===== config.mk =====
export PLATFORM = sky130hd
export DESIGN_NAME = debug_cmd_ctrl
export DESIGN_NICKNAME = d
export VERILOG_FILES = /design/src/rtl/debug_pkg.sv /design/src/rtl/debug_frame_tx.sv /design/src/rtl/debug_cmd_ctrl.sv
export SDC_FILE = /design/constraint.sdc
export NUM_CORES = 1
export LEC_CHECK = 0
export ABC_AREA = 1
export CAP_MARGIN = 10
export CELL_PAD_IN_SITES_DETAIL_PLACEMENT = 2
export CELL_PAD_IN_SITES_GLOBAL_PLACEMENT = 2
export CORE_MARGIN = 2
export CORE_UTILIZATION = 34
export CTS_BUF_LIST = sky130_fd_sc_hd__clkbuf_4 sky130_fd_sc_hd__clkbuf_8
export CTS_CLUSTER_SIZE = 40
export DETAILED_ROUTE_END_ITERATION = 12
export PLACE_DENSITY = 0.83
export RECOVER_POWER = 100
export SETUP_SLACK_MARGIN = 0.3
export SLEW_MARGIN = 0
export SYNTH_ARGS = -nofsm -noshare
export SYNTH_HDL_FRONTEND = slang
export SYNTH_SLANG_ARGS = --single-unit

===== constraint.sdc =====
create_clock -name clk -period 2.1 [get_ports clk]
set_input_delay 0.42 -clock clk [delete_from_list [all_inputs] [get_ports clk]]
set_output_delay 0.42 -clock clk [all_outputs]
set_load 0.02 [all_outputs]

===== src/rtl/debug_pkg.sv =====
// +--------------------------------------------------------------------------+
// | debug_pkg: opcodes, FSM state encoding and frame constants shared by the |
// | debug command controller and its frame serializer.                       |
// | Revision: 1.0                                                            |
// +--------------------------------------------------------------------------+
`default_nettype none

package debug_pkg;

    localparam logic [7:0]  c_OP_SIGNAL  = 8'h01;
    localparam logic [7:0]  c_OP_OK      = 8'h02;
    localparam logic [7:0]  c_OP_PING    = 8'h03;
    localparam logic [7:0]  c_OP_PAUSE   = 8'h04;
    localparam logic [7:0]  c_OP_RESUME  = 8'h05;
    localparam logic [7:0]  c_OP_NEXT    = 8'h06;
    localparam logic [7:0]  c_OP_PROGRAM = 8'h07;

    localparam int          c_SIGNAL_LEN = 5;
    localparam logic [31:0] c_BP_NONE    = 32'hFFFF_FFFF;

    typedef enum logic [2:0] {
        S_IDLE      = 3'd0,
        S_ARG       = 3'd1,
        S_PROG      = 3'd2,
        S_STEP_WAIT = 3'd3,
        S_TX        = 3'd4
    } state_t;

    typedef enum logic {
        ARG_RESUME = 1'b0,
        ARG_COUNT  = 1'b1
    } arg_kind_t;

endpackage

`default_nettype wire


===== src/rtl/debug_frame_tx.sv =====
// +--------------------------------------------------------------------------+
// | debug_frame_tx: loads a 1-byte reply or an opcode + 32-bit LE word and   |
// | serializes it over a valid/ready byte interface.                         |
// | Revision: 1.0                                                            |
// +--------------------------------------------------------------------------+
`default_nettype none

module debug_frame_tx
    import debug_pkg::*;
(
    input  logic        clk,
    input  logic        rst_n,
    input  logic        i_load,
    input  logic        i_long,
    input  logic [7:0]  i_opcode,
    input  logic [31:0] i_word,
    output logic [7:0]  o_tx_data,
    output logic        o_tx_valid,
    input  logic        i_tx_ready,
    output logic        o_last
);

    logic [39:0] r_shift;
    logic [2:0]  r_left;

    always_ff @(posedge clk) begin
        if (!rst_n) begin
            r_shift <= '0;
            r_left  <= '0;
        end else if (i_load) begin
            r_shift <= {i_word, i_opcode};
            r_left  <= i_long ? 3'(c_SIGNAL_LEN) : 3'd1;
        end else if (o_tx_valid && i_tx_ready) begin
            r_shift <= {8'h00, r_shift[39:8]};
            r_left  <= r_left - 3'd1;
        end
    end

    // Data comes straight from the shift register, so it is stable while stalled.
    assign o_tx_valid = (r_left != 3'd0);
    assign o_tx_data  = r_shift[7:0];
    assign o_last     = o_tx_valid && i_tx_ready && (r_left == 3'd1);

endmodule

`default_nettype wire


===== src/rtl/debug_cmd_ctrl.sv =====
// +--------------------------------------------------------------------------+
// | debug_cmd_ctrl: host command sequencer driving CPU pause/step,           |
// | breakpoint and IMEM reprogramming; replies with OK / SIGNAL frames.      |
// | Revision: 1.0                                                            |
// +--------------------------------------------------------------------------+
`default_nettype none

module debug_cmd_ctrl
    import debug_pkg::*;
#(
    parameter int IMEM_WORDS  = 256,
    parameter int ADDR_W      = 8,
    parameter int TIMEOUT_CYC = 100000
)(
    input  logic              clk,
    input  logic              rst_n,
    input  logic [7:0]        rx_data,
    input  logic              rx_valid,
    output logic [7:0]        tx_data,
    output logic              tx_valid,
    input  logic              tx_ready,
    input  logic              commit_valid,
    input  logic [31:0]       commit_pc,
    output logic              cpu_pause,
    output logic              cpu_step,
    output logic              cpu_rst_req,
    output logic              prog_we,
    output logic [ADDR_W-1:0] prog_addr,
    output logic [31:0]       prog_data,
    output logic              busy,
    output logic              overrun
);

    localparam int c_CNT_W   = $clog2(TIMEOUT_CYC + 2);
    localparam int c_WORDS_W = $clog2(IMEM_WORDS + 1);

    state_t               r_state;
    arg_kind_t            r_kind;
    logic                 r_pause, r_step, r_rst_req, r_we;
    logic [ADDR_W-1:0]    r_addr, r_wr_idx;
    logic [31:0]          r_data, r_bp, r_last_pc;
    logic [23:0]          r_arg;
    logic [1:0]           r_byte_cnt;
    logic [c_CNT_W-1:0]   r_cnt;
    logic [c_WORDS_W-1:0] r_words_left;
    logic                 r_report_pend, r_hold_vld, r_overrun;
    logic [7:0]           r_hold_byte;
    logic                 r_tx_load, r_tx_long;
    logic [7:0]           r_tx_op;
    logic [31:0]          r_tx_word;

    logic                 w_accept, w_in_vld, w_bp_hit, w_gap_over, w_step_to, w_tx_last;
    logic [7:0]           w_in_byte;
    logic [31:0]          w_word, w_last_pc_nxt;
    logic [c_WORDS_W-1:0] w_n_sat;

    // Byte stream is consumed only in states that parse input; a finished
    // PROGRAM waiting to reply leaves new bytes for the hold register.
    assign w_accept      = (r_state == S_IDLE) || (r_state == S_ARG) ||
                           ((r_state == S_PROG) && (r_words_left != '0));
    assign w_in_vld      = w_accept && (r_hold_vld || rx_valid);
    assign w_in_byte     = r_hold_vld ? r_hold_byte : rx_data;
    assign w_word        = {w_in_byte, r_arg};
    assign w_last_pc_nxt = commit_valid ? commit_pc : r_last_pc;
    assign w_bp_hit      = !r_pause && commit_valid && (commit_pc == r_bp) && (r_bp != c_BP_NONE);
    assign w_gap_over    = (r_cnt == c_CNT_W'(TIMEOUT_CYC));
    assign w_step_to     = (r_cnt == c_CNT_W'(TIMEOUT_CYC - 1));
    assign w_n_sat       = (w_word > 32'(IMEM_WORDS)) ? c_WORDS_W'(IMEM_WORDS)
                                                      : w_word[c_WORDS_W-1:0];

    always_ff @(posedge clk) begin
        if (!rst_n) begin
            r_state       <= S_IDLE;
            r_kind        <= ARG_RESUME;
            r_pause       <= 1'b1;
            r_step        <= 1'b0;
            r_rst_req     <= 1'b0;
            r_we          <= 1'b0;
            r_addr        <= '0;
            r_wr_idx      <= '0;
            r_data        <= '0;
            r_bp          <= c_BP_NONE;
            r_last_pc     <= '0;
            r_arg         <= '0;
            r_byte_cnt    <= '0;
            r_cnt         <= '0;
            r_words_left  <= '0;
            r_report_pend <= 1'b0;
            r_hold_vld    <= 1'b0;
            r_hold_byte   <= '0;
            r_overrun     <= 1'b0;
            r_tx_load     <= 1'b0;
            r_tx_long     <= 1'b0;
            r_tx_op       <= '0;
            r_tx_word     <= '0;
        end else begin
            r_step    <= 1'b0;
            r_we      <= 1'b0;
            r_rst_req <= 1'b0;
            r_tx_load <= 1'b0;

            if (commit_valid)
                r_last_pc <= commit_pc;

            // Hold register: the held byte always goes first into the parser.
            if (rx_valid) begin
                if (w_accept) begin
                    if (r_hold_vld)
                        r_hold_byte <= rx_data;
                end else if (!r_hold_vld) begin
                    r_hold_vld  <= 1'b1;
                    r_hold_byte <= rx_data;
                end else begin
                    r_overrun <= 1'b1;
                end
            end else if (w_accept && r_hold_vld) begin
                r_hold_vld <= 1'b0;
            end

            case (r_state)
                S_IDLE: begin
                    if (w_in_vld) begin
                        case (w_in_byte)
                            c_OP_PING: begin
                                r_tx_load <= 1'b1;
                                r_tx_long <= 1'b0;
                                r_tx_op   <= c_OP_OK;
                                r_state   <= S_TX;
                            end
                            c_OP_PAUSE: begin
                                r_pause   <= 1'b1;
                                r_tx_load <= 1'b1;
                                r_tx_long <= 1'b1;
                                r_tx_op   <= c_OP_SIGNAL;
                                r_tx_word <= w_last_pc_nxt;
                                r_state   <= S_TX;
                            end
                            c_OP_RESUME: begin
                                r_kind     <= ARG_RESUME;
                                r_byte_cnt <= '0;
                                r_cnt      <= '0;
                                r_state    <= S_ARG;
                            end
                            c_OP_NEXT: begin
                                if (r_pause) begin
                                    r_step  <= 1'b1;
                                    r_cnt   <= '0;
                                    r_state <= S_STEP_WAIT;
                                end
                            end
                            c_OP_PROGRAM: begin
                                r_pause    <= 1'b1;
                                r_kind     <= ARG_COUNT;
                                r_byte_cnt <= '0;
                                r_cnt      <= '0;
                                r_state    <= S_ARG;
                            end
                            default: ;
                        endcase
                    end else if (r_report_pend) begin
                        r_report_pend <= 1'b0;
                        r_tx_load     <= 1'b1;
                        r_tx_long     <= 1'b1;
                        r_tx_op       <= c_OP_SIGNAL;
                        r_tx_word     <= w_last_pc_nxt;
                        r_state       <= S_TX;
                    end
                end
                S_ARG: begin
                    if (w_in_vld) begin
                        r_arg      <= w_word[31:8];
                        r_byte_cnt <= r_byte_cnt + 2'd1;
                        r_cnt      <= '0;
                        if (r_byte_cnt == 2'd3) begin
                            if (r_kind == ARG_RESUME) begin
                                r_bp    <= w_word;
                                r_pause <= 1'b0;
                                r_state <= S_IDLE;
                            end else begin
                                r_words_left <= w_n_sat;
                                r_wr_idx     <= '0;
                                r_state      <= S_PROG;
                            end
                        end
                    end else if (w_gap_over) begin
                        r_state <= S_IDLE;
                    end else begin
                        r_cnt <= r_cnt + c_CNT_W'(1);
                    end
                end
                S_PROG: begin
                    if (r_words_left == '0) begin
                        r_rst_req <= 1'b1;
                        r_tx_load <= 1'b1;
                        r_tx_long <= 1'b0;
                        r_tx_op   <= c_OP_OK;
                        r_state   <= S_TX;
                    end else if (w_in_vld) begin
                        r_arg      <= w_word[31:8];
                        r_byte_cnt <= r_byte_cnt + 2'd1;
                        r_cnt      <= '0;
                        if (r_byte_cnt == 2'd3) begin
                            r_we         <= 1'b1;
                            r_addr       <= r_wr_idx;
                            r_data       <= w_word;
                            r_wr_idx     <= r_wr_idx + ADDR_W'(1);
                            r_words_left <= r_words_left - c_WORDS_W'(1);
                        end
                    end else if (w_gap_over) begin
                        r_state <= S_IDLE;
                    end else begin
                        r_cnt <= r_cnt + c_CNT_W'(1);
                    end
                end
                S_STEP_WAIT: begin
                    if (commit_valid || w_step_to) begin
                        r_tx_load <= 1'b1;
                        r_tx_long <= 1'b1;
                        r_tx_op   <= c_OP_SIGNAL;
                        r_tx_word <= w_last_pc_nxt;
                        r_state   <= S_TX;
                    end else begin
                        r_cnt <= r_cnt + c_CNT_W'(1);
                    end
                end
                S_TX: begin
                    if (w_tx_last)
                        r_state <= S_IDLE;
                end
                default: r_state <= S_IDLE;
            endcase

            // Breakpoint runs beside the FSM; the report waits for the next idle slot.
            if (w_bp_hit) begin
                r_pause       <= 1'b1;
                r_report_pend <= 1'b1;
            end
        end
    end

    debug_frame_tx u_frame_tx (
        .clk        (clk),
        .rst_n      (rst_n),
        .i_load     (r_tx_load),
        .i_long     (r_tx_long),
        .i_opcode   (r_tx_op),
        .i_word     (r_tx_word),
        .o_tx_data  (tx_data),
        .o_tx_valid (tx_valid),
        .i_tx_ready (tx_ready),
        .o_last     (w_tx_last)
    );

    assign cpu_pause   = r_pause;
    assign cpu_step    = r_step;
    assign cpu_rst_req = r_rst_req;
    assign prog_we     = r_we;
    assign prog_addr   = r_addr;
    assign prog_data   = r_data;
    assign busy        = (r_state != S_IDLE);
    assign overrun     = r_overrun;

endmodule

`default_nettype wire


==> flow_metrics.tcl <==
set metrics [dict create \
    status "complete, but fails checks" \
    violations "negative setup slack" \
    clockRootBuffer "clkbuf_8" \
    synth_area_leaders "dfxtp_1 (43%), nand2_1 (13%), nor2_1 (5.6%)" \
    setup_slack_ns -0.375 \
    syn2layout_area_growth_pct 52.2 \
    start_util_pct 34.3 \
    gp_congestion 0.856 \
    cts.sinks 261 \
    grt.busiest_layer "met2" \
    synth_area_um2 12100 \
    synth_edf_count 0 \
    num_io_pins 100 \
    met3_usage_pct 6.75 \
    rsz0062_at_grt "yes" \
    critPathRequiredTime_ns 2.60 \
    netlist_top_cells_count "nand2_1 (434), dfxtp_1 (261), nor2_1 (180)" \
    ys.flop_type "dfxtp_1" \
    syn_inst 1689 \
    synth-seq-cells 261 \
    post-place-ws_ns -0.368 \
    layout-drive-gt1-share_pct 35.0 \
    wl_mm 91.4 \
    grt_overflow 0 \
    final_area_um2 18400 \
    synth_top_area_share_pct 43.2 \
    dp_hpwl_mm 33.7 \
    fin_worst_skew_ns 0.0673 \
    cp_max_fo 7 \
    yosysMostFrequentCell "nand2_1" \
    fillerInstances 3838 \
    p_per_area_nw_per_um2 1420 \
    drv_cap 0 \
    core_um2 35300 \
    row_count 69 \
    nets 2021 \
    ant_nets 0 \
    grt_max_degree 88 \
    relSlewSlack_pct 39.3 \
    cts_max_level 2 \
    ir_worst_vdd_mv 0.900 \
    min-delay-path-class "in -> reg" \
    setup_viol 145 \
    period_minus_slack_ns 2.47 \
    clk_pin_slew_ns 0.09 \
    critical_path_arrival_ns 2.98 \
    antenna_found_initial 7 \
    finalCritPeriodShare_pct 118 \
    yosys_warnings 0 \
    port_buffers 99 \
    synthesis.nets 1743 \
    synthArstFlopShare_pct 0 \
    synth.distinct_cells 45 \
    start_kind "flip-flop" \
    clkLatencyLatePin_ns 0.65 \
    grt_pass1_wl_mm 105 \
    tightest_slew_ns 0.910 \
    cts_tree "built" \
    synth_top_area_cell "dfxtp_1" \
    drt-initial-drc-count 1849 \
    grtUsageMet2_pct 69.2 \
    grt_util_met1_pct 41.6 \
    finalHoldViolations 0 \
    grt_pass1_vias 16030 \
    timing.fmax_ghz 0.404 \
    criticalPathCategory "reg -> reg" \
    clock_path_buffers 3 \
    synth_area_per_cell_um2 7.16 \
    via_per_inst 6.34 \
    routedWlPerCell_um 37.1 \
    cts_made_buffers 47 \
    leakage_nw 7.58 \
    vias 15631 \
    die_area_um2 37100 \
    maxSlewViolCount 0 \
    die_y_um 193 \
    die_w_um 193 \
    yosysSeqAreaShare_pct 43.2 \
    drc 0 \
    grtUsageTotal_pct 38.2 \
    dpl_cell_area_um2 14100 \
    drtPass1Iterations 5 \
    crit_path_end_kind "flip-flop" \
]
==> where the power goes <==
group / leakage (nW) / internal (W) / switching (W)
clock network: 0.567 / 0.00320 / 0.00286
logic: 4.88 / 0.00512 / 0.00837
registers: 2.13 / 0.00563 / 0.000920
total: 7.58 / 0.0140 / 0.0122
==> area by class of cell <==
cell class	count	area (um2)	area share, %
Timing Repair inverter	1	8.76	0.0476
Antenna cell	3	7.51	0.0408
Tap cell	461	577	3.13
Timing Repair Buffer	322	3350	18.2
Multi-Input combinational cell	1193	7540	41.0
Inverter	141	588	3.20
Clock inverter	10	145	0.789
Sequential cell	261	5250	28.5
Clock buffer	74	931	5.06
==> sequential cells by signal (all words and copies together), names as in the netlist, 9 cells and up <==
| register | flops |
|---|---|
| u_frame_tx.r_shift | 40 |
| r_last_pc | 32 |
| r_words_left | 9 |
| r_arg | 24 |
| r_tx_word | 32 |
| r_bp | 32 |
| prog_data | 32 |
| r_cnt | 17 |
==> routing by layer <==
metal  share of wire, %  wire length [um]  up-vias
li1                   -                 -     6073
met1                 37             33900     7834
met2                 46             42200     1196
met3                8.2              7530      522
met4                8.5              7730        6
met5              0.046                42        -
==> cell families after synthesis <==
| logic type | synth area share (%) |
|---|---|
| AND/OR/NAND/NOR | 29.9 |
| AO/OA/AOI/OAI | 14.3 |
| buffers and inverters | 8.88 |
| flip-flops | 43.2 |
| XOR/XNOR | 1.45 |
| adder cells (fa/ha/maj) | 0.931 |
| multiplexers | 1.32 |
==> metrics by stage <==
| step | hold WS (ns) | TNS (ns) | power (W) | utilization (%) | instances |
|---|---|---|---|---|---|
| after floorplan | 0.424 | 0 | 0.0102 | - | 1689 |
| after global placement | 0.432 | -10.63 | 0.0123 | 40.0 | 2259 |
| after detailed placement | 0.450 | -21.09 | 0.0128 | 40.0 | 2259 |
| after CTS | 0.212 | 0 | 0.0212 | 47.7 | 2409 |
| after global routing | 0.227 | -22.29 | 0.0264 | 52.1 | 2464 |
| final | 0.253 | -18.87 | 0.0261 | 52.1 | 2466 |
==> worst max-delay path, stage by stage (launching register included) <==
cell	delay, ns
dfxtp_4	0.39
buf_12	0.12
buf_16	0.11
nand2_4	0.06
nand2_4	0.09
nand2_4	0.08
nor2_8	0.19
inv_4	0.07
nor2_4	0.12
nand2_2	0.09
nand2_2	0.07
nand2_2	0.06
nor2_4	0.15
buf_6	0.16
buf_12	0.14
buf_6	0.12
nor2_2	0.05
nor2_2	0.25
==> placed cells by master, fill, tap and decap left out, types with 7 or more instances in the layout <==
master           instances
nor2_1                 131
clkbuf_8                60
clkbuf_1                45
xnor2_1                  8
nand3_4                 13
nand3_1                 71
mux2i_1                 16
buf_12                  29
o21ai_2                 21
clkdlybuf4s50_1         47
o211ai_1                13
buf_16                  16
a21oi_2                 45
o21ai_0                 54
o21ai_4                 15
xor2_1                  12
clkbuf_4                16
nand2_2                 57
inv_2                   12
nand3_2                  9
nor2_2                  51
a31oi_1                 24
buf_6                   41
a22oi_1                  8
buf_8                   11
dfxtp_1                246
o21ai_1                 32
nor2_4                  42
nand2_4                 53
a21oi_1                 76
nand4_1                 29
buf_4                  120
inv_4                    7
nand2_1                341
a21oi_4                 10
dfxtp_2                 12
inv_1                  116
==> repair_timing <==
action,in CTS,in global routing
setup buffers,45,49
resized for setup,261,404
setup endpoints to repair,258,264
hold buffers,0,0
gates cloned,21,5
pin swaps,43,86
==> worst paths after layout <==
| path | startpoint | end | slack [ns] | cells after the start |
|---|---|---|---|---|
| min reg2reg | prog_addr[2]$_SDFFE_PN0P_ | prog_addr[2]$_SDFFE_PN0P_ | 0.49 | 2 |
| max | r_hold_vld$_SDFFE_PN0P_ | r_tx_word[9]$_SDFFE_PN0P_ | -0.37 | 17 |
| min | rst_n | r_state[1]$_SDFFE_PN0P_ | 0.25 | 3 |
| max reg2reg | r_hold_vld$_SDFFE_PN0P_ | r_tx_word[9]$_SDFFE_PN0P_ | -0.37 | 17 |
Note: power is estimated with default switching activity, not from simulation.
